==> config.mk <==
export PLATFORM = sky130hd
export DESIGN_NAME = univ_shift_reg_flat
export DESIGN_NICKNAME = d
export VERILOG_FILES = /design/src/rtl/univ_shift_reg_pkg.sv /design/src/rtl/univ_shift_reg_if.sv /design/src/rtl/univ_shift_reg_shift_unit.sv /design/src/rtl/univ_shift_reg.sv /design/src/flat_wrapper.sv
export SDC_FILE = /design/constraint.sdc
export NUM_CORES = 1
export LEC_CHECK = 0
export ABC_AREA = 0
export CAP_MARGIN = 20
export CORE_AREA = 4 4 69 71
export CTS_BUF_LIST = sky130_fd_sc_hd__clkbuf_4 sky130_fd_sc_hd__clkbuf_8
export DETAILED_ROUTE_END_ITERATION = 10
export DIE_AREA = 0 0 73 75
export PLACE_DENSITY = 0.95
export SYNTH_ARGS = -nofsm -noshare
export SYNTH_HDL_FRONTEND = slang
export SYNTH_SLANG_ARGS = --single-unit
==> constraint.sdc <==
create_clock -name clk -period 7.7 [get_ports clk]
set_clock_uncertainty 0.2 [all_clocks]
set_input_delay 1.54 -clock clk [delete_from_list [all_inputs] [get_ports clk]]
set_output_delay 1.54 -clock clk [all_outputs]
set_load 0.02 [all_outputs]
==> src/rtl/univ_shift_reg_pkg.sv <==
// univ_shift_reg_pkg: shared op, direction and state encodings
package univ_shift_reg_pkg;
  localparam logic [1:0] OP_HOLD = 2'b00;
  localparam logic [1:0] OP_ROT = 2'b01;
  localparam logic [1:0] OP_LSH = 2'b10;
  localparam logic [1:0] OP_ASH = 2'b11;
  localparam logic DIR_LEFT = 1'b0;
  localparam logic DIR_RIGHT = 1'b1;
  typedef enum logic {ST_IDLE, ST_RUN} state_t;
endpackage

==> src/rtl/univ_shift_reg_if.sv <==
// univ_shift_reg_if: control and status bundle of the universal shift register
interface univ_shift_reg_if #(
  parameter int WIDTH = 8,
  parameter int AMT_W = $clog2(WIDTH),
  parameter int CNT_W = 8
);
  logic load_n;
  logic [WIDTH-1:0] data_in;
  logic [1:0] op;
  logic dir;
  logic [AMT_W-1:0] amount;
  logic step_en;
  logic run;
  logic [CNT_W-1:0] count_in;
  logic [WIDTH-1:0] q;
  logic serial_out;
  logic busy;
  logic done;
  modport master (
    output load_n, data_in, op, dir, amount, step_en, run, count_in,
    input q, serial_out, busy, done
  );
  modport slave (
    input load_n, data_in, op, dir, amount, step_en, run, count_in,
    output q, serial_out, busy, done
  );
endinterface

==> src/rtl/univ_shift_reg_shift_unit.sv <==
// shift_unit: one combinational rotate/shift step plus the bit moved out
module shift_unit
  import univ_shift_reg_pkg::*;
#(
  parameter int WIDTH = 8,
  parameter int AMT_W = $clog2(WIDTH)
) (
  input logic [WIDTH-1:0] q,
  input logic [1:0] op,
  input logic dir,
  input logic [AMT_W-1:0] amount,
  output logic [WIDTH-1:0] nxt,
  output logic out_bit,
  output logic moved
);
  logic [AMT_W-1:0] kr, km1;
  logic [2*WIDTH-1:0] rot_r, rot_l;
  logic signed [WIDTH-1:0] sq;
  logic [WIDTH-1:0] asr, oq_r, oq_l;
  always_comb begin
    kr = AMT_W'(amount % WIDTH);
    km1 = amount - AMT_W'(1);
    rot_r = {q, q} >> kr;
    rot_l = {q, q} << kr;
    sq = q;
    asr = sq >>> amount;
    // the bit that leaves last sits at k-1 from the outgoing edge; beyond it only fill bits leave
    oq_r = q >> km1;
    oq_l = q << km1;
    moved = op != OP_HOLD && amount != '0;
    out_bit = dir == DIR_RIGHT ? oq_r[0] : oq_l[WIDTH-1];
    nxt = !moved ? q
        : op == OP_ROT ? (dir == DIR_RIGHT ? rot_r[WIDTH-1:0] : rot_l[2*WIDTH-1:WIDTH])
        : op == OP_ASH && dir == DIR_RIGHT ? asr
        : dir == DIR_RIGHT ? q >> amount : q << amount;
  end
endmodule

==> src/rtl/univ_shift_reg.sv <==
// univ_shift_reg: register, single-step control and timed auto-run sequencer
module univ_shift_reg
  import univ_shift_reg_pkg::*;
#(
  parameter int WIDTH = 8,
  parameter int AMT_W = $clog2(WIDTH),
  parameter int CNT_W = 8,
  parameter int PERIOD = 4
) (
  input logic clk,
  input logic reset,
  univ_shift_reg_if.slave bus
);
  localparam int PRE_W = PERIOD > 1 ? $clog2(PERIOD) : 1;
  state_t state, state_nxt;
  logic [WIDTH-1:0] q, nxt;
  logic serial_out, done, out_bit, moved;
  logic [1:0] op_l;
  logic dir_l;
  logic [AMT_W-1:0] amt_l;
  logic [CNT_W-1:0] cnt;
  logic [PRE_W-1:0] pre;
  logic idle, tick, start, zero_run, step, last;
  shift_unit #(.WIDTH(WIDTH), .AMT_W(AMT_W)) u_shift (
    .q(q),
    .op(idle ? bus.op : op_l),
    .dir(idle ? bus.dir : dir_l),
    .amount(idle ? bus.amount : amt_l),
    .nxt(nxt),
    .out_bit(out_bit),
    .moved(moved)
  );
  always_comb begin
    idle = state == ST_IDLE;
    tick = !idle && pre == PRE_W'(PERIOD - 1);
    start = bus.load_n && idle && bus.run && bus.count_in != '0;
    zero_run = bus.load_n && idle && bus.run && bus.count_in == '0;
    step = bus.load_n && (idle ? bus.step_en && !bus.run : tick);
    last = bus.load_n && tick && cnt == CNT_W'(1);
    state_nxt = !bus.load_n || last ? ST_IDLE : start ? ST_RUN : state;
  end
  always_ff @(posedge clk or negedge reset) begin
    if (!reset) begin
      state <= ST_IDLE;
      q <= '0;
      serial_out <= 1'b0;
      done <= 1'b0;
      op_l <= OP_HOLD;
      dir_l <= DIR_LEFT;
      amt_l <= '0;
      cnt <= '0;
      pre <= '0;
    end else begin
      state <= state_nxt;
      done <= zero_run || last;
      q <= !bus.load_n ? bus.data_in : step ? nxt : q;
      if (step && moved) serial_out <= out_bit;
      if (start) {op_l, dir_l, amt_l, cnt} <= {bus.op, bus.dir, bus.amount, bus.count_in};
      else if (step && !idle) cnt <= cnt - CNT_W'(1);
      pre <= idle || tick ? '0 : pre + PRE_W'(1);
    end
  end
  assign bus.q = q;
  assign bus.serial_out = serial_out;
  assign bus.busy = !idle;
  assign bus.done = done;
endmodule

==> src/flat_wrapper.sv <==
// flat-port wrapper written by rule: the top's interface ports become plain ports
module univ_shift_reg_flat import univ_shift_reg_pkg::*;
#(
  parameter int WIDTH = 8,
  parameter int AMT_W = $clog2(WIDTH),
  parameter int CNT_W = 8,
  parameter int PERIOD = 4
)
  (clk, reset, bus_load_n, bus_data_in, bus_op, bus_dir, bus_amount, bus_step_en, bus_run, bus_count_in, bus_q, bus_serial_out, bus_busy, bus_done);
  univ_shift_reg_if #(.WIDTH(WIDTH), .AMT_W(AMT_W), .CNT_W(CNT_W)) bus_i ();
  input logic clk;
  input logic reset;
  input wire logic [$bits(bus_i.load_n)-1:0] bus_load_n;
  input wire logic [$bits(bus_i.data_in)-1:0] bus_data_in;
  input wire logic [$bits(bus_i.op)-1:0] bus_op;
  input wire logic [$bits(bus_i.dir)-1:0] bus_dir;
  input wire logic [$bits(bus_i.amount)-1:0] bus_amount;
  input wire logic [$bits(bus_i.step_en)-1:0] bus_step_en;
  input wire logic [$bits(bus_i.run)-1:0] bus_run;
  input wire logic [$bits(bus_i.count_in)-1:0] bus_count_in;
  output wire logic [$bits(bus_i.q)-1:0] bus_q;
  output wire logic [$bits(bus_i.serial_out)-1:0] bus_serial_out;
  output wire logic [$bits(bus_i.busy)-1:0] bus_busy;
  output wire logic [$bits(bus_i.done)-1:0] bus_done;
  assign bus_i.load_n = bus_load_n;
  assign bus_i.data_in = bus_data_in;
  assign bus_i.op = bus_op;
  assign bus_i.dir = bus_dir;
  assign bus_i.amount = bus_amount;
  assign bus_i.step_en = bus_step_en;
  assign bus_i.run = bus_run;
  assign bus_i.count_in = bus_count_in;
  assign bus_q = bus_i.q;
  assign bus_serial_out = bus_i.serial_out;
  assign bus_busy = bus_i.busy;
  assign bus_done = bus_i.done;
  univ_shift_reg #(.WIDTH(WIDTH), .AMT_W(AMT_W), .CNT_W(CNT_W), .PERIOD(PERIOD)) u_core (.clk(clk), .reset(reset), .bus(bus_i));
endmodule
# Word level (Yosys, flattened, before mapping)
# Index checks and enable logic that the tools add are counted.
[totals] regBits=27 latchBits=0 ramBits=0 rom_bits=0 out_inout_bits=11 elab_cells=68 mem_count=0
[classes] addsub=3 n_mul=0 n_div=0 n_lt_le_gt_ge=0 n_eq_ne=6 shifts=7 mux=17 n_bitwise=1 n_reduce_logical=25
[op_table] op="2-to-1 mux 8 bit" count=9
[op_table] op="<< shifter 16 x 3 -> 16 bit" count=1
[op_table] op="<< shifter 8 x 3 -> 8 bit" count=2
[op_table] op=">> shifter 16 x 3 -> 8 bit" count=1
[op_table] op="logical AND 1 bit" count=13
[op_table] op="equality test 8 x 1 -> 1 bit (second input constant)" count=1
[op_table] op="zero test 8 bit" count=1
[op_table] op="nonzero test 8 bit" count=1
[op_table] op=">> shifter 8 x 3 -> 1 bit" count=1
[op_table] op=">> shifter 8 x 3 -> 8 bit" count=1
[op_table] op=">>> shifter 8 x 3 -> 8 bit" count=1
[op_table] op="subtractor 8 x 1 -> 8 bit (second input constant)" count=1
[op_table] op="nonzero test 2 bit" count=3
[op_table] op="2-to-1 mux 1 bit" count=5
[op_table] op="equality test 2 bit (second input constant)" count=2
[op_table] op="2-to-1 mux 2 bit" count=2
[op_table] op="!= test 2 x 1 -> 1 bit (second input constant)" count=2
[op_table] op="logical OR 1 bit" count=3
[op_table] op="2-to-1 mux 3 bit" count=1
[op_table] op="nonzero test 3 bit" count=1
[op_table] op="subtractor 3 x 1 -> 3 bit (second input constant)" count=1
[op_table] op="adder 2 x 1 -> 2 bit (second input constant)" count=1
[op_table] op="equality test 2 x 1 -> 1 bit (second input constant)" count=1
[op_table] op="zero test 1 bit" count=2
[op_table] op="2 further kinds" count=2

# Logic depth before layout (Yosys ltp)
# Gate-level depths: netlist (run 1).
[depth] word_depth=8 mapped_depth=10 ltp_nobuf=7

# Modules after synthesis
# A second synthesis (run 1) with hierarchy kept.
[hier_totals] hier_cells=317 area_unflattened_um2=2743.9
[modules_own_cells] mod="univ_shift_reg" instances=1 cells_each=143 area_each_um2=1403.8
[modules_own_cells] mod="shift_unit" instances=1 cells_each=174 area_each_um2=1340.0

# Worst setup path after synthesis (run 1)
# OpenSTA, ideal clock, no wires.
[synth_timing] path_type="input-to-reg" start="input port bus_amount[1]" end="register u_core.serial_out (netlist: u_core.bus.serial_out)" setup_ps=65 arrival_ps=3420 required_ps=7435 setup_slack_ps=4015 cell_stages=9 cell_sequence="mux2_2 -> inv_2 -> buf_2 -> buf_2 -> ha_1 -> xnor2_1 -> mux4_2 -> nor3_1 -> a211o_1"
[synth_between] elab_chain_len=4
[synth_rtl] item="start: declaration" line="flat_wrapper.sv:17" rtl="input wire logic [$bits(bus_i.amount)-1:0] bus_amount;"
[synth_rtl] item="2-to-1 mux 3 bit (*)" line="univ_shift_reg.sv:28" rtl=".amount(idle ? bus.amount : amt_l),"
[synth_rtl] item="subtractor 3 x 1 -> 3 bit / nonzero test 3 bit (equally long branches)" line="univ_shift_reg_shift_unit.sv:22, univ_shift_reg_shift_unit.sv:30"
[synth_rtl] item="<< shifter 8 x 3 -> 8 bit, or another cell as far along" line="univ_shift_reg_shift_unit.sv:29" rtl="oq_l = q << km1;"
[synth_rtl] item="2-to-1 mux 1 bit / logical AND 1 bit (equally long branches)" line="univ_shift_reg_shift_unit.sv:31, univ_shift_reg.sv:57"
[synth_rtl] item="end signal: assignment" line="univ_shift_reg.sv:57" rtl="if (step && moved) serial_out <= out_bit;"
[synth_rtl] item="end: declaration" line="univ_shift_reg.sv:17" rtl="logic serial_out, done, out_bit, moved;"
# Every way passes the cells marked *; elsewhere a longest branch is shown, timed or not.
# A chain may end at the register's enable or synchronous reset.

# Worst setup path after layout (run 1)
[layout_timing] start="input port bus_amount[1]" end="register u_core.q[4] (netlist: u_core.bus.q[4])"
[layout_between] elab_chain_len=8
[layout_rtl] item="2-to-1 mux 3 bit (*)" line="univ_shift_reg.sv:28"
[layout_rtl] item="<< shifter 8 x 3 -> 8 bit / >> shifter 8 x 3 -> 8 bit (equally long branches)" line="univ_shift_reg_shift_unit.sv:35" rtl=": dir == DIR_RIGHT ? q >> amount : q << amount;"
[layout_rtl] item="2-to-1 mux 8 bit" line="univ_shift_reg_shift_unit.sv:35"
[layout_rtl] item="2-to-1 mux 8 bit" line="univ_shift_reg_shift_unit.sv:34" rtl=": op == OP_ASH && dir == DIR_RIGHT ? asr"
[layout_rtl] item="2-to-1 mux 8 bit" line="univ_shift_reg_shift_unit.sv:33" rtl=": op == OP_ROT ? (dir == DIR_RIGHT ? rot_r[WIDTH-1:0] : rot_l[2*WIDTH-1:WIDTH])"
[layout_rtl] item="2-to-1 mux 8 bit" line="univ_shift_reg_shift_unit.sv:32" rtl="nxt = !moved ? q"
[layout_rtl] item="2-to-1 mux 8 bit (2 in series)" line="univ_shift_reg.sv:56" rtl="q <= !bus.load_n ? bus.data_in : step ? nxt : q;"
[layout_rtl] item="end signal: assignment" line="univ_shift_reg.sv:56"
[layout_rtl] item="end: declaration" line="univ_shift_reg.sv:16" rtl="logic [WIDTH-1:0] q, nxt;"
# Every way passes the cells marked *; elsewhere a longest branch is shown, timed or not. The select of a mux whose other input is x is not followed.

==> impl_metrics.csv, run 1 <==
group,metric,value,unit
place,place_congestion,0.962,
power,max-vdd-ir-drop,0.118,mV
cells_and_area,final_util,68.1,%
clock_network,cts_made_buffers,3,
sta,fmax,218,MHz
yosys,synth_area,0.00249,sq mm
run,drv_cap,0,
worst_setup_path,crit_path_start,"bus_amount[1]",
cells_and_area,areaGrowthSynthToFinish,16.1,%
yosys,syn_inst,294,
run_status,status,"finished, final reports clean",
worst_setup_path,worstSetupPathType,"input pin to flip-flop",
route,drc,0,
sta,whs,281,ps
cells_and_area,fin_nets,350,
clock_network,cts_buffer_depth,2,
cells_and_area,drive_gt1_share,8.20,%
min_path,hp-class,"flip-flop to flip-flop",
global_route,grt_max_degree,34,
yosys,synth-edff-count,0,
route,routedWlPerCell,19.8,um
global_route,track_usage,28.2,%
place,io_buffers,37,
clock_network,cts_setup_buffers,0,
place,hpwl,5370,um
yosys,synthArstFlopShare,100,%
floorplanning,initial_core_util,58.7,%
worst_setup_path,endpoint,"u_core.bus.q[4]",
sta,tightestPinTransition,935,ps
sta,setup_violations,0,
route,firstDrtPassIters,5,
clock_network,cts_tree,"done",
floorplanning,rows,24,
worst_setup_path,worstReg2RegEnd,"u_core.bus.q[4]",
global_route,grt-ovfl-total,0,
clock_network,cts_root_buffer,"clkbuf_8",
floorplanning,die_w,73,um
clock_network,cts_resized,0,
global_route,grt_pass1_wl,11800,um
yosys,seq_area_frac_synth,27.2,%
place,dp.cells,365,
floorplanning,core_area,0.00423,sq mm
cells_and_area,n_antenna_cell,0,
sta,slew_viol_final,0,
power,leakagePower,0.00119,uW
floorplanning,io_pins,38,
sta,hold_viol_final,0,
clock_network,clk_latency,280,ps
power,power_density,175,mW/mm^2
sta,fin_tns_setup,0,ps
clock_network,postCtsHoldBufs,0,
route,drt_iter0_drc,329,
sta,relSlewSlack,37.7,%
cells_and_area,fin_cells,369,
sta,fin_crit_sh,59.7,%
worst_setup_path,cp_data_required_time,7660,ps
clock_network,clock_sinks,27,
worst_setup_path,worstPathArrival,4550,ps
global_route,antenna_found_initial,0,
route,via_per_inst,6.89,
worst_setup_path,critical_path.max_fanout,22,
clock_network,h-tree-depth,1,
yosys,synth_flop_cell,"dfrtp_1",
yosys,synth.net_count,326,
yosys,yosys_warnings,0,
yosys,synth_area_per_cell,8.46,sq um
power,fin_total_pwr,504,uW
floorplanning,die-area,0.00548,sq mm
worst_setup_path,endpoint_kind,"flip-flop",
route,vias,2542,
sta,rsz0062_at_grt,"false",
floorplanning,dieHeight,75,um
yosys,ys_seq_elements,27,
worst_setup_path,r2r_setup_slack,4190,ps
worst_setup_path,ff2ff_path_depth,8,
worst_setup_path,r2r-start,"u_core.bus.busy",
yosys,ys_types,56,
clock_network,clkTransAtPathRegs,100,ps
route,routed_wl,7310,um
global_route,grt_pass1_vias,2302,
worst_setup_path,startpoint_type,"input pin",
sta,period_needed,4600,ps
route,ant_nets,0,
[synth_stat cells, drive strengths merged (3+ instances only)]
library cell | n | area share (%)
nand2 | 35 | 5.3
dfrtp | 27 | 27
o21ai | 26 | 5.2
nor2 | 25 | 3.8
mux2i | 24 | 9.8
a21oi | 13 | 3.1
buf | 13 | 3.1
nor3 | 11 | 2.2
inv | 9 | 1.4
clkbuf | 8 | 1.2
mux2 | 8 | 3.8
nand3 | 8 | 1.6
a311oi | 6 | 2.1
a32oi | 6 | 2.1
mux4 | 6 | 5.4
ha | 5 | 2.5
nand2b | 5 | 1.3
o211ai | 5 | 1.5
nor4 | 4 | 1.0
a211o | 3 | 1.1
a211oi | 3 | 0.91
a221o | 3 | 1.2
and3 | 3 | 0.75
o32ai | 3 | 1.1
[how the worst min path moves through the flow]
stage                        from  cells after the start             to
floorplan           u_core.pre[0]                      1  u_core.pre[0]
global placement    u_core.pre[0]                      1  u_core.pre[0]
detailed placement  u_core.pre[0]                      1  u_core.pre[0]
CTS                 u_core.pre[0]                      1  u_core.pre[0]
global route        u_core.pre[0]                      1  u_core.pre[0]
finish              u_core.pre[0]                      1  u_core.pre[0]
[through the flow]
| stage | setup WS, ps | area, sq um |
|---|---|---|
| 2_1_floorplan | 4020 | 2490 |
| 3_3_place_gp | 3100 | 2840 |
| 3_5_place_dp | 2970 | 2840 |
| 4_1_cts | 3190 | 2890 |
| 5_1_grt | 2950 | 2890 |
| 6_report | 3100 | 2890 |
[cells in the final DEF (no fill, tap or decap), types with 3 or more instances in the layout]
cell,Yosys,final
a211oi_1,3,3
ha_1,5,5
inv_1,7,7
o211ai_1,5,5
a211o_1,3,3
nand2_1,35,35
o32ai_1,3,3
nor2_1,25,25
nand3_1,8,8
mux2i_1,23,23
mux2_2,7,7
clkbuf_8,0,3
and3_1,3,3
a311oi_1,6,6
nand2b_1,5,5
dfrtp_1,27,27
nor4_1,4,4
buf_4,1,3
a221o_1,3,3
a21oi_1,12,12
clkdlybuf4s50_1,0,37
a32oi_1,6,6
nor3_1,11,11
mux4_2,6,6
o21ai_0,26,26
[power by group]
group | leakage [uW] | internal (uW) | switching, uW
Clock | 0.0000217 | 36.9 | 47.9
Combinational | 0.000834 | 101 | 123
Sequential | 0.000332 | 162 | 33.4
[critical path: stages]
cell and delay, ps:
clkdlybuf4s50_1 520, mux2_2 380, inv_2 250, ha_1 260, a22oi_1 750, nand2_1 390
a221oi_1 330, o21ai_0 120
[routing by layer]
| metal | wire [um] | share of wire [%] | track usage (%) | vias to the layer above |
|---|---|---|---|---|
| met5 | 0 | 0 | 0 | - |
| met4 | 163 | 2.2 | 9.63 | 0 |
| met3 | 617 | 8.4 | 3.74 | 13 |
| met2 | 3380 | 46 | 43.5 | 152 |
| met1 | 3160 | 43 | 40.7 | 1221 |
| li1 | - | - | - | 1156 |
[area by class of cell]
type | instances | area [sq um]
clock inverter | 1 | 7.51
sequential | 27 | 676
clock buffer | 3 | 41.3
multi-input combinational | 237 | 1670
tap | 52 | 65.1
fill | 352 | 1350
timing repair buffer | 40 | 393
inverter | 9 | 33.8
[sequential cells by signal, summed over array words and instances, names as in the netlist]
signal and count:
u_core.amt_l 3, u_core.bus.busy 1, u_core.bus.done 1, u_core.bus.q 8, u_core.bus.serial_out 1, u_core.cnt 8
u_core.dir_l 1, u_core.op_l 2, u_core.pre 2
[logic make-up after synthesis]
family / Yosys count / share of synthesized area (%)
simple gates: 103 / 19.5
mux: 38 / 19.0
buf+inv: 30 / 5.69
xor+xnor: 3 / 1.06
fa+ha+maj: 5 / 2.52
compound gates: 88 / 25.1
flops: 27 / 27.2
No activity file was read; power rests on OpenSTA's default activity.
==> run 2: changes to the inputs <==
--- a/config.mk
+++ b/config.mk
@@ -7,11 +7,11 @@
 export LEC_CHECK = 0
 export ABC_AREA = 0
 export CAP_MARGIN = 20
-export CORE_AREA = 4 4 69 71
+export CORE_AREA = 4 4 75 77
 export CTS_BUF_LIST = sky130_fd_sc_hd__clkbuf_4 sky130_fd_sc_hd__clkbuf_8
 export DETAILED_ROUTE_END_ITERATION = 10
-export DIE_AREA = 0 0 73 75
-export PLACE_DENSITY = 0.95
+export DIE_AREA = 0 0 79 81
+export PLACE_DENSITY = 0.88
 export SYNTH_ARGS = -nofsm -noshare
 export SYNTH_HDL_FRONTEND = slang
 export SYNTH_SLANG_ARGS = --single-unit
==> constraint.sdc (replaced) <==
create_clock -name clk -period 3.7 [get_ports clk]
set_clock_uncertainty 0.2 [all_clocks]
set_input_delay 0.74 -clock clk [delete_from_list [all_inputs] [get_ports clk]]
set_output_delay 0.74 -clock clk [all_outputs]
set_load 0.02 [all_outputs]
==> run 2 against run 1 <==
Effect of this change:
- hold slack lost 38 ps
- combinational power grew 110%
- critical endpoint is now u_core.bus.serial_out
- sequential power grew 110%
- sequential share of layout area shrank 0.60 points
- final cell count grew 6.8%
- die area grew 17%
- register-to-register slack lost 3100 ps
- first-iteration DRC count grew 12%
- largest cell class unchanged
- non-clock buffer count grew 7
- clock-buffer cell count is the same
- global-route usage shrank 2.5 points
- critical path depth is the same
==> impl_metrics.csv, run 2 (synthesis results as in run 1) <==
group,metric,value,unit
run_status,status,"finished, final reports clean",
global_route,grt_pass1_wl,13000,um
route,routedWlPerCell,19.7,um
floorplanning,core_area,0.00501,sq mm
min_path,hold_end,"u_core.pre[0]",
floorplanning,dieHeight,81,um
clock_network,h-tree-depth,1,
global_route,grt-ovfl-total,0,
cells_and_area,areaGrowthSynthToFinish,19.1,%
clock_network,cts_made_buffers,3,
sta,whs,242,ps
route,via_per_inst,6.60,
route,vias,2600,
clock_network,cts_resized,0,
floorplanning,die_w,79,um
global_route,grt_pass1_vias,2586,
floorplanning,io_pins,38,
cells_and_area,reg_top3,"u_core.bus.q x8, u_core.cnt x8, u_core.amt_l x3",
cells_and_area,fin_nets,357,
global_route,antenna_found_initial,0,
worst_setup_path,r2r-start,"u_core.bus.busy",
worst_setup_path,critical_path.max_fanout,14,
worst_setup_path,endpoint_kind,"flip-flop",
route,ant_nets,0,
run,drv_cap,0,
power,p_seq_share,37.9,%
power,combPwrFrac,44.0,%
min_path,hp-class,"flip-flop to flip-flop",
worst_setup_path,worstSetupPathType,"input pin to flip-flop",
sta,fmax,333,MHz
clock_network,cts_tree,"done",
clock_network,postCtsHoldBufs,0,
worst_setup_path,cp_data_required_time,3750,ps
route,firstDrtPassIters,7,
power,max-vdd-ir-drop,0.195,mV
power,p_int,635,uW
clock_network,clkTransAtPathRegs,110,ps
sta,fin_tns_setup,0,ps
clock_network,clk_latency,300,ps
clock_network,cts_root_buffer,"clkbuf_8",
sta,tightestPinTransition,793,ps
cells_and_area,n_antenna_cell,0,
min_path,worstHoldPathCells,1,
sta,relSlewSlack,46.6,%
floorplanning,initial_core_util,49.6,%
sta,period_needed,3000,ps
floorplanning,die-area,0.00640,sq mm
global_route,grt_max_degree,32,
power,power_frac_clock,18.1,%
floorplanning,rows,26,
worst_setup_path,startpoint_type,"input pin",
worst_setup_path,r2r_setup_slack,1070,ps
clock_network,cts_setup_buffers,0,
sta,setup_violations,0,
cells_and_area,final_common_cell,"clkdlybuf4s50_1",
cells_and_area,final_util,59.1,%
place,hpwl,5640,um
clock_network,clock_sinks,27,
place,place_congestion,1.03,
cells_and_area,layout_common_cells,"clkdlybuf4s50_1, nand2_1, dfrtp_1",
power,p_sw,447,uW
place,io_buffers,37,
power,leakagePower,0.00123,uW
worst_setup_path,worstPathArrival,3050,ps
worst_setup_path,ff2ff_path_depth,8,
sta,rsz0062_at_grt,"false",
route,drt_iter0_drc,367,
min_path,hold_path_startpoint,"u_core.pre[0]",
cells_and_area,drive_gt1_share,10.2,%
sta,slew_viol_final,0,
power,fin_total_pwr,1080,uW
power,power_density,365,mW/mm^2
sta,fin_crit_sh,81.2,%
global_route,track_usage,25.6,%
clock_network,cts_buffer_depth,2,
power,p_sw_share,41.3,%
route,routed_wl,7760,um
cells_and_area,fill_cells,468,
sta,hold_viol_final,0,
worst_setup_path,worstReg2RegEnd,"u_core.bus.q[0]",
route,drc,0,
## run 2: metal layers
layer  track usage (%)  wire length, um  share of wire [%]  vias to the layer above
li1                  -                -                  -                     1172
met1              35.0             3240                 42                     1225
met2              39.1             3480                 45                      175
met3              4.99              774                 10                       28
met4              12.2              261                3.4                        0
met5                 0                0                  0                        -
## run 2: worst max path at each step
stage                  startpoint                    end  cells after the start
finish              bus_amount[0]  u_core.bus.serial_out                      8
global placement    bus_amount[0]  u_core.bus.serial_out                      8
CTS                 bus_amount[0]  u_core.bus.serial_out                      8
floorplan           bus_amount[1]  u_core.bus.serial_out                      9
detailed placement  bus_amount[0]  u_core.bus.serial_out                      8
global route        bus_amount[0]  u_core.bus.serial_out                      8
## run 2: area by class of cell
| cell class | count | area (sq um) | area share, % |
|---|---|---|---|
| Multi-Input combinational cell | 237 | 1670 | 56.4 |
| Sequential cell | 27 | 676 | 22.8 |
| Clock buffer | 3 | 41.3 | 1.39 |
| Tap cell | 70 | 87.6 | 2.96 |
| Inverter | 9 | 33.8 | 1.14 |
| Clock inverter | 1 | 8.76 | 0.296 |
| Timing Repair Buffer | 47 | 445 | 15.0 |
## run 2: worst max-delay path, stage by stage
cell             delay [ps]
clkdlybuf4s50_1         470
mux2_4                  300
inv_2                   290
ha_1                    230
xnor2_1                 190
mux4_2                  540
nor3_1                  150
a211o_1                 130
## run 2: stage by stage
stage | cell area [sq um] | cells | worst slack [ps]
after floorplan | 2490 | 294 | 815
after global placement | 2910 | 390 | 460
after detailed placement | 2910 | 390 | 420
after CTS | 2960 | 394 | 724
after global routing | 2960 | 394 | 581
final | 2960 | 394 | 697
## run 2: power by group through the flow
stage                     Combinational (uW)  Clock (uW)  Sequential, uW
final                                    476         195             410
after CTS                                466         193             407
after detailed placement                 463           0             413
after global routing                     515         203             418
after global placement                   459           0             412
after floorplan                          309           0             403
